<file path="src/rtl/ctrl_pkg.sv">
// Shared definitions for the multicycle RISC-V controller: state encodings,
// opcodes, datapath select codes and the per-state control decode.
package ctrl_pkg;

  typedef enum logic [3:0] {
    S_FETCH    = 4'd0,
    S_DECODE   = 4'd1,
    S_MEM_ADDR = 4'd2,
    S_MEM_RD   = 4'd3,
    S_MEM_WB   = 4'd4,
    S_MEM_WR   = 4'd5,
    S_EXEC_R   = 4'd6,
    S_ALU_WB   = 4'd7,
    S_BRANCH   = 4'd8,
    S_EXEC_I   = 4'd9,
    S_JAL      = 4'd10,
    S_HALT     = 4'd11
  } state_t;

  localparam logic [6:0] OP_LOAD   = 7'b0000011;
  localparam logic [6:0] OP_STORE  = 7'b0100011;
  localparam logic [6:0] OP_RTYPE  = 7'b0110011;
  localparam logic [6:0] OP_ITYPE  = 7'b0010011;
  localparam logic [6:0] OP_BRANCH = 7'b1100011;
  localparam logic [6:0] OP_JAL    = 7'b1101111;

  localparam logic [1:0] ALUOP_ADD = 2'b00;
  localparam logic [1:0] ALUOP_SUB = 2'b01;
  localparam logic [1:0] ALUOP_RFN = 2'b10;
  localparam logic [1:0] ALUOP_IFN = 2'b11;

  localparam logic [1:0] SRCB_RS2  = 2'b00;
  localparam logic [1:0] SRCB_FOUR = 2'b01;
  localparam logic [1:0] SRCB_IMM  = 2'b10;

  localparam logic [1:0] M2R_ALU = 2'b00;
  localparam logic [1:0] M2R_MDR = 2'b01;
  localparam logic [1:0] M2R_PC  = 2'b10;

  // fetch_hs / store_hs mark states whose strobes also depend on mem_ready.
  typedef struct packed {
    logic       reg_write;
    logic       alu_src_a;
    logic [1:0] alu_src_b;
    logic [1:0] alu_op;
    logic       mem_read;
    logic       mem_write;
    logic [1:0] mem_to_reg;
    logic       iord;
    logic       pc_write;
    logic       pc_write_cond;
    logic       pc_source;
    logic       done;
    logic       fetch_hs;
    logic       store_hs;
  } ctrl_t;

  function automatic logic is_mem_state(input state_t s);
    return (s == S_FETCH) || (s == S_MEM_RD) || (s == S_MEM_WR);
  endfunction

  function automatic ctrl_t decode_ctrl(input state_t s);
    ctrl_t c;
    c = '0;
    case (s)
      S_FETCH: begin
        c.mem_read  = 1'b1;
        c.alu_src_b = SRCB_FOUR;
        c.alu_op    = ALUOP_ADD;
        c.fetch_hs  = 1'b1;
      end
      S_DECODE: begin
        c.alu_src_b = SRCB_IMM;
        c.alu_op    = ALUOP_ADD;
      end
      S_MEM_ADDR: begin
        c.alu_src_a = 1'b1;
        c.alu_src_b = SRCB_IMM;
        c.alu_op    = ALUOP_ADD;
      end
      S_MEM_RD: begin
        c.mem_read = 1'b1;
        c.iord     = 1'b1;
      end
      S_MEM_WB: begin
        c.reg_write  = 1'b1;
        c.mem_to_reg = M2R_MDR;
        c.done       = 1'b1;
      end
      S_MEM_WR: begin
        c.mem_write = 1'b1;
        c.iord      = 1'b1;
        c.store_hs  = 1'b1;
      end
      S_EXEC_R: begin
        c.alu_src_a = 1'b1;
        c.alu_src_b = SRCB_RS2;
        c.alu_op    = ALUOP_RFN;
      end
      S_EXEC_I: begin
        c.alu_src_a = 1'b1;
        c.alu_src_b = SRCB_IMM;
        c.alu_op    = ALUOP_IFN;
      end
      S_ALU_WB: begin
        c.reg_write  = 1'b1;
        c.mem_to_reg = M2R_ALU;
        c.done       = 1'b1;
      end
      S_BRANCH: begin
        c.alu_src_a     = 1'b1;
        c.alu_src_b     = SRCB_RS2;
        c.alu_op        = ALUOP_SUB;
        c.pc_write_cond = 1'b1;
        c.pc_source     = 1'b1;
        c.done          = 1'b1;
      end
      S_JAL: begin
        c.pc_write   = 1'b1;
        c.pc_source  = 1'b1;
        c.reg_write  = 1'b1;
        c.mem_to_reg = M2R_PC;
        c.done       = 1'b1;
      end
      default: c = '0;
    endcase
    return c;
  endfunction

  // MEM_ADDR steers on the opcode latched in DECODE, not the live input.
  function automatic state_t next_state(input state_t s, input logic [6:0] op,
                                        input logic [6:0] op_q, input logic rdy,
                                        input logic expire, input logic trap);
    state_t n;
    n = s;
    case (s)
      S_FETCH:    n = rdy ? S_DECODE : (expire ? S_HALT : S_FETCH);
      S_DECODE: begin
        case (op)
          OP_LOAD, OP_STORE: n = S_MEM_ADDR;
          OP_RTYPE:          n = S_EXEC_R;
          OP_ITYPE:          n = S_EXEC_I;
          OP_BRANCH:         n = S_BRANCH;
          OP_JAL:            n = S_JAL;
          default:           n = trap ? S_HALT : S_FETCH;
        endcase
      end
      S_MEM_ADDR: n = (op_q == OP_STORE) ? S_MEM_WR : S_MEM_RD;
      S_MEM_RD:   n = rdy ? S_MEM_WB : (expire ? S_HALT : S_MEM_RD);
      S_MEM_WR:   n = rdy ? S_FETCH : (expire ? S_HALT : S_MEM_WR);
      S_EXEC_R, S_EXEC_I: n = S_ALU_WB;
      S_MEM_WB, S_ALU_WB, S_BRANCH, S_JAL: n = S_FETCH;
      S_HALT:     n = S_HALT;
      default:    n = S_FETCH;
    endcase
    return n;
  endfunction

endpackage

</file>
<file path="src/rtl/mem_wait_timer.sv">
// Counts consecutive memory-wait cycles and flags the cycle that would
// complete MAX_WAIT of them without a mem_ready.
module mem_wait_timer #(
  parameter int WAIT_CNT_W = 4,
  parameter int MAX_WAIT   = 15
) (
  input  logic clk,
  input  logic reset,
  input  logic i_wait,
  output logic o_expire
);

  localparam logic [WAIT_CNT_W-1:0] LAST_CNT = WAIT_CNT_W'(MAX_WAIT - 1);

  logic [WAIT_CNT_W-1:0] r_cnt;

  assign o_expire = i_wait && (r_cnt == LAST_CNT);

  always_ff @(posedge clk or posedge reset) begin
    if (reset) begin
      r_cnt <= '0;
    end else if (i_wait && !o_expire) begin
      r_cnt <= r_cnt + 1'b1;
    end else begin
      r_cnt <= '0;
    end
  end

endmodule

</file>
<file path="src/rtl/multicycle_ctrl_fsm.sv">
// Multicycle RISC-V control FSM with memory handshake and wait timeout.
// Build option ILLEGAL_TRAP_EN: unknown opcodes halt and raise illegal_op.
module multicycle_ctrl_fsm
  import ctrl_pkg::*;
#(
  parameter int ALUOP_W    = 2,
  parameter int WAIT_CNT_W = 4,
  parameter int MAX_WAIT   = 15
) (
  input  logic               clk,
  input  logic               reset,
  input  logic [6:0]         opcode,
  input  logic               mem_ready,
  output logic               RegWrite,
  output logic               ALUSrcA,
  output logic [1:0]         ALUSrcB,
  output logic [ALUOP_W-1:0] ALUOp,
  output logic               MemRead,
  output logic               MemWrite,
  output logic [1:0]         MemtoReg,
  output logic               IorD,
  output logic               IRWrite,
  output logic               PCWrite,
  output logic               PCWriteCond,
  output logic               PCSource,
  output logic               instr_done,
  output logic               mem_timeout,
  output logic [3:0]         state_dbg
`ifdef ILLEGAL_TRAP_EN
  ,
  output logic               illegal_op
`endif
);

`ifdef ILLEGAL_TRAP_EN
  localparam logic TRAP_EN = 1'b1;
`else
  localparam logic TRAP_EN = 1'b0;
`endif

  state_t     r_state;
  ctrl_t      r_ctrl;
  logic [6:0] r_opcode;
  logic       r_timeout;
  state_t     w_next;
  logic       w_wait;
  logic       w_expire;
  logic       w_en;

  assign w_wait = is_mem_state(r_state) && !mem_ready;
  assign w_next = next_state(r_state, opcode, r_opcode, mem_ready, w_expire, TRAP_EN);

  mem_wait_timer #(
    .WAIT_CNT_W(WAIT_CNT_W),
    .MAX_WAIT  (MAX_WAIT)
  ) u_wait_timer (
    .clk     (clk),
    .reset   (reset),
    .i_wait  (w_wait),
    .o_expire(w_expire)
  );

  // Controls are registered from the next state so they line up with it.
  always_ff @(posedge clk or posedge reset) begin
    if (reset) begin
      r_state   <= S_FETCH;
      r_ctrl    <= decode_ctrl(S_FETCH);
      r_timeout <= 1'b0;
    end else begin
      r_state   <= w_next;
      r_ctrl    <= decode_ctrl(w_next);
      r_timeout <= r_timeout | w_expire;
    end
  end

  always_ff @(posedge clk) begin
    if (r_state == S_DECODE) begin
      r_opcode <= opcode;
    end
  end

`ifdef ILLEGAL_TRAP_EN
  logic r_illegal;

  always_ff @(posedge clk or posedge reset) begin
    if (reset) begin
      r_illegal <= 1'b0;
    end else if ((r_state == S_DECODE) && (w_next == S_HALT)) begin
      r_illegal <= 1'b1;
    end
  end

  assign illegal_op = r_illegal;
`endif

  // Reset gates every strobe combinationally so enables drop the instant it rises.
  assign w_en        = ~reset;
  assign RegWrite    = w_en & r_ctrl.reg_write;
  assign ALUSrcA     = w_en & r_ctrl.alu_src_a;
  assign ALUSrcB     = w_en ? r_ctrl.alu_src_b : 2'b00;
  assign ALUOp       = w_en ? ALUOP_W'(r_ctrl.alu_op) : '0;
  assign MemRead     = w_en & r_ctrl.mem_read;
  assign MemWrite    = w_en & r_ctrl.mem_write;
  assign MemtoReg    = w_en ? r_ctrl.mem_to_reg : 2'b00;
  assign IorD        = w_en & r_ctrl.iord;
  assign IRWrite     = w_en & r_ctrl.fetch_hs & mem_ready;
  assign PCWrite     = w_en & (r_ctrl.pc_write | (r_ctrl.fetch_hs & mem_ready));
  assign PCWriteCond = w_en & r_ctrl.pc_write_cond;
  assign PCSource    = w_en & r_ctrl.pc_source;
  assign instr_done  = w_en & (r_ctrl.done | (r_ctrl.store_hs & mem_ready));
  assign mem_timeout = r_timeout;
  assign state_dbg   = r_state;

endmodule

</file>
<file path="config.mk">
export PLATFORM = sky130hd
export DESIGN_NAME = multicycle_ctrl_fsm
export DESIGN_NICKNAME = d
export VERILOG_FILES = /design/src/rtl/ctrl_pkg.sv /design/src/rtl/mem_wait_timer.sv /design/src/rtl/multicycle_ctrl_fsm.sv
export SDC_FILE = /design/constraint.sdc
export NUM_CORES = 1
export LEC_CHECK = 0
export BUFFER_PORTS_ARGS = -buffer_cell sky130_fd_sc_hd__clkbuf_2
export CORE_ASPECT_RATIO = 1.25
export CORE_MARGIN = 4
export CORE_UTILIZATION = 55
export CTS_BUF_LIST = sky130_fd_sc_hd__clkbuf_16
export DETAILED_ROUTE_END_ITERATION = 8
export PLACE_DENSITY_LB_ADDON = 0.15
export SLEW_MARGIN = 20
export SYNTH_ARGS = -nofsm -noshare
export SYNTH_HDL_FRONTEND = slang
export SYNTH_SLANG_ARGS = --single-unit
</file>
<file path="constraint.sdc">
create_clock -name clk -period 3.4 [get_ports clk]
set_clock_uncertainty 0.15 [all_clocks]
set_input_delay 0 -clock clk [delete_from_list [all_inputs] [get_ports clk]]
set_output_delay 0 -clock clk [all_outputs]
set_load 0.02 [all_outputs]
</file>
Yosys cells after proc, flatten, opt, wreduce, memory -nomap -nowiden --
Cells that the tools add are included.
Storage, ports and cells: register bits after elaboration 32, input port bits 10, output and inout port bits 21, logic and storage cells 103
Cells by class: $add $sub $neg 1, eq/ne operators 25, muxes and demuxes 25, bitwise gates (word level) 17, reductions and logical operators 18
Operators with widths (count):
- $pmux 4 s5 | 2
- $mux 4 | 7
- $pmux 4 s7 | 1
- $eq 4x3->1 const B | 6
- $eq 4x4->1 const B | 6
- $eq 7x6->1 const B | 3
- $eq 4x2->1 const B | 4
- $eq 7x7->1 const B | 2
- $and 1x1->1 | 13
- $reduce_or 2->1 | 6
- $mux 1 | 10
- $eq 4x1->1 const B | 2
- $logic_not 4->1 | 2
- $reduce_or 4->1 | 2
- $eq 7x2->1 const B | 1
- $eq 7x5->1 const B | 1
- $mux 2 | 3
- $add 4x1->4 const B | 1
- $pmux 2 s2 | 1
- $logic_and 1x1->1 | 3
- $mux 3 | 1
- $or 1x1->1 | 3
- $reduce_or 3->1 | 1
- $logic_not 1->1 | 2
- other kinds (2) | 3

Logic depth before layout (Yosys ltp) --
depth in word-level cells 11, depth in mapped cells 8, depth with buffers taken out 8

Hierarchy --
A second synthesis with hierarchy kept.
Unflattened totals: cell total of the unflattened synthesis 160, area, all modules 1649.1 sq um
By module, submodules not included:
- multicycle_ctrl_fsm | instances 1, cells each 139, area each 1436.4 sq um
- mem_wait_timer | instances 1, cells each 21, area each 212.7 sq um

Least setup slack after synthesis --
No wires, ideal clock.
path kind reg2reg, start reg r_state[0], in the netlist state_dbg[0], end reg r_ctrl[6] (netlist name), setup time 127 ps, arrival time 1998 ps, required time 3123 ps, setup slack 1125 ps, stages on the path, launching flop included 7, clock period less this slack 2275 ps, path through dfrtp_1 > nor4b_2 > nand3_1 > and4b_1 > a2111o_1 > or2_4 > o31ai_2
Between the ends: longest elaborated chain between the ends 11, elaborated cells between the ends (all ways) 24, classes of those cells 9 x eq/ne; 8 x mux; 7 x reduce/logical
RTL lines:
- start, declared | line multicycle_ctrl_fsm.sv:41 | state_t r_state;
- start signal, assigned | line multicycle_ctrl_fsm.sv:70 | r_state <= w_next;
- $eq 4x2->1 or $logic_not 4->1 (tied branches) | line ctrl_pkg.sv:59, ctrl_pkg.sv:136
- $logic_or 1x1->1 (2 in series) | line ctrl_pkg.sv:59 | return (s == S_FETCH) || (s == S_MEM_RD) || (s == S_MEM_WR);
- $logic_and 1x1->1 | line multicycle_ctrl_fsm.sv:50 | assign w_wait = is_mem_state(r_state) && !mem_ready;
- $logic_and 1x1->1 | line mem_wait_timer.sv:17 | assign o_expire = i_wait && (r_cnt == LAST_CNT);
- $mux 4, on equally long branches (2 in series) | line ctrl_pkg.sv:150, ctrl_pkg.sv:137, ctrl_pkg.sv:149
- $pmux 4 s7 (*) | line ctrl_pkg.sv:136 | case (s)
- named net w_next[3] | line multicycle_ctrl_fsm.sv:45 | state_t w_next;
- $eq 4x3->1 or $eq 4x2->1 (tied branches) | line ctrl_pkg.sv:65 | case (s)
- $reduce_or 2->1 (no line) (*)
- $mux 1 (*) | line ctrl_pkg.sv:65
- end signal, assigned | line multicycle_ctrl_fsm.sv:67 | r_ctrl <= decode_ctrl(S_FETCH);
- end signal, assigned | line multicycle_ctrl_fsm.sv:71 | r_ctrl <= decode_ctrl(w_next);
- end, declared | line multicycle_ctrl_fsm.sv:42 | ctrl_t r_ctrl;
Mark *: on every way through the listed nets, which the timed path passes. The rest lies on a longest branch. A chain may end at the register's enable or synchronous reset.

Final worst setup path --
start reg r_state[3], in the netlist state_dbg[3], end reg r_ctrl[6] (netlist name)
The elaborated chain is that of the path after synthesis.

==> impl_metrics.ini <==
[outcome]
status = finished, final reports clean

[setup_path]
start_kind = flip-flop
slowest_stage = dfrtp_1
cp.buffers_inverters = 1
end_kind = flip-flop
path_class = reg -> reg
worst-path-stages = 7
crit_family = simple AND/OR/NAND/NOR gates
crit_path_max_fanout = 15
crit_required_ns = 3.42
worstPathCellList = nor4b_2, buf_4, nand3_1, and4b_1, a2111o_1, or2_4, o31ai_2
max_stage_delay_ns = 0.63
reg2regPathDepth = 7
arrival_ns = 2.43

[global_routing]
gr-total-overflow = 0
grt_start_max_net_pins = 26
grtUsageTotal_pct = 22.00
antenna_found_initial = 0
grt_pass1_wl_mm = 5.644
grt_pass1_vias = 1264

[yosys]
synth.yosys.seq_area_share_pct = 53.27
synth_edf_count = 7
async_flop_share_pct = 77.42
synth.cell_area_sq_um = 1529
ys_warn_count = 0
synth.distinct_cells = 45
synth_cells = 142
synthesis.nets = 154
avgSynthCellArea_sq_um = 10.77
synth_ff_type = dfrtp_1
ys_seq_elements = 31

[timing]
setup-tns-final_ns = 0
setup_viol = 0
slew_violations = 0
fmax_mhz = 415.3
relSlewSlack_pct = 42.13
rsz0062_at_grt = false
period_minus_slack_ns = 2.408
period_share_pct = 70.82
tightest_slew_ns = 0.8671
hold_viol = 0

[final_layout]
final_util_pct = 72.36
final_common_cell = clkbuf_2
drive_gt1_share_pct = 27.03
final_area_sq_um = 1939
area_delta_synth_final_pct = 26.84
nFillCells = 188
most-common-layout-cells = clkbuf_2 (30), dfrtp_1 (21), nor2b_1 (15), nor2_1 (12), dlygate4sd3_1 (9)
insertedDiodeCount = 0
nets = 196

[drt]
final_antenna_net_count = 0
route.detailed.drc = 0
vias_per_cell = 5.594
firstDrtPassIters = 4
drt-initial-drc-count = 37
vias = 1225
wl_per_cell_um = 15.62
routed_wl_mm = 3.420

[clock_network]
clockBufferDepth = 2
clk_latency_ns = 0.27
cts_sinks = 31
path_clk_slew_ns = 0.05
cts_tree = built
htree_levels = 2
cts_root_buffer = clkbuf_16
cts_buffers = 5
cts_resized = 0

[power_and_ir_drop]
power_leakage_nw = 0.9281
irDropWorstVdd_mv = 0.5316
powerDensity_nw_per_um2 = 698.3

[min_path]
hold_class = reg -> reg
worst_hold_path.num_cells = 1

[floorplan]
die_y_um = 66.95
dieArea_sq_um = 3693
io_pins = 31
initial_core_util_pct = 57.05
rows = 21
core_sq_um = 2680
dieWidth_um = 55.16

[place]
detailed_place_hpwl_mm = 2.366
place.gp.congestion = 0.8444
place_area_sq_um = 1708
port_buffers = 30

[job]
cap_violations = 0
-- area by class of cell --
type / instances / area [sq um] / share of cell area, %
well taps: 34 / 42.54 / 2.194
repair buffers: 40 / 247.7 / 12.77
clock buffers: 5 / 125.1 / 6.452
multi-input cells: 98 / 663.1 / 34.19
inverters: 8 / 30.03 / 1.548
clock inverters: 3 / 16.27 / 0.8387
flip-flops and latches: 31 / 814.5 / 42.00
-- cells by family (layout without fill, tap and decap cells) --
logic type / after synthesis / after routing / share of synthesized area [%]
fa+ha+maj: 2 / 2 / 1.636
xor+xnor: 4 / 4 / 2.292
buf+inv: 13 / 56 / 3.355
simple gates: 70 / 70 / 27.74
compound gates: 22 / 22 / 11.70
flops: 31 / 31 / 53.27
-- power breakdown --
group / internal (W) / switching, W / total, W
logic: 0.000151 / 0.000234 / 0.000385
registers: 0.000490 / 0.0000679 / 0.000558
clock network: 0.000266 / 0.000145 / 0.000411
total: 0.000907 / 0.000447 / 0.00135
-- state kept, by name, summed over array words and instances, names as in the netlist --
register,flops
mem_timeout,1
r_ctrl,15
r_opcode,7
state_dbg,4
u_wait_timer.r_cnt,4
-- worst paths after layout --
check                             startpoint          end  slack, ns
max in group asynchronous              reset   r_ctrl[14]       2.08
worst max register to register  state_dbg[3]    r_ctrl[6]       0.99
worst min-delay path             mem_timeout  mem_timeout       0.33
min in group asynchronous              reset    r_ctrl[2]       0.49
worst max-delay path            state_dbg[3]    r_ctrl[6]       0.99
worst min register to register   mem_timeout  mem_timeout       0.33
-- layer usage --
metal	GRT usage (%)	wire [um]	vias up	part of all wire, %
met2	40.53	1986	34	58
met1	22.63	1208	600	35
li1	-	-	584	-
met5	0	0	-	0
met4	9.726	57	0	1.7
met3	4.698	169	7	4.9
-- Yosys cell counts (2+ instances only) --
library cell  instances  share of area (%)
o21ai_0               2               0.65
dfstp_2               3                5.2
and3_1                3                1.2
edfxtp_1              7                 14
xor2_1                2                1.1
a21oi_1               7                2.3
inv_1                 7                1.7
nand3_1               5                1.6
ha_1                  2                1.6
nand3b_1              2               0.98
a21o_1                2               0.98
nand2b_1              6                2.5
or3_1                 2               0.82
clkbuf_1              3               0.74
buf_2                 2               0.65
dfrtp_1              21                 34
nor2b_1              15                6.1
nor2_1               12                2.9
xnor2_1               2                1.1
nor3_1                5                1.6
nand2_1               8                2.0
-- through the flow --
step | instances | total power [W] | setup WS (ns) | hold WS (ns)
final | 219 | 0.001354 | 0.9920 | 0.3279
after global routing | 219 | 0.001428 | 0.8915 | 0.3525
after CTS | 219 | 0.001358 | 1.015 | 0.3221
after detailed placement | 202 | 0.0009359 | 1.057 | 0.06425
after global placement | 202 | 0.0009216 | 1.114 | 0.06815
after floorplan | 142 | 0.0008233 | 1.125 | -0.1322
-- repair_timing --
action / in CTS / in global routing
hold buffers: 9 / 0
hold endpoints to repair: 34 / 0
setup buffers: 0 / 0
-- worst reg2reg max path, stage by stage, from the launching register on --
cell	delay (ns)
dfrtp_1	0.63
nor4b_2	0.10
buf_4	0.19
nand3_1	0.14
and4b_1	0.25
a2111o_1	0.34
or2_4	0.27
o31ai_2	0.25
Power figures use the tool's default switching activity.
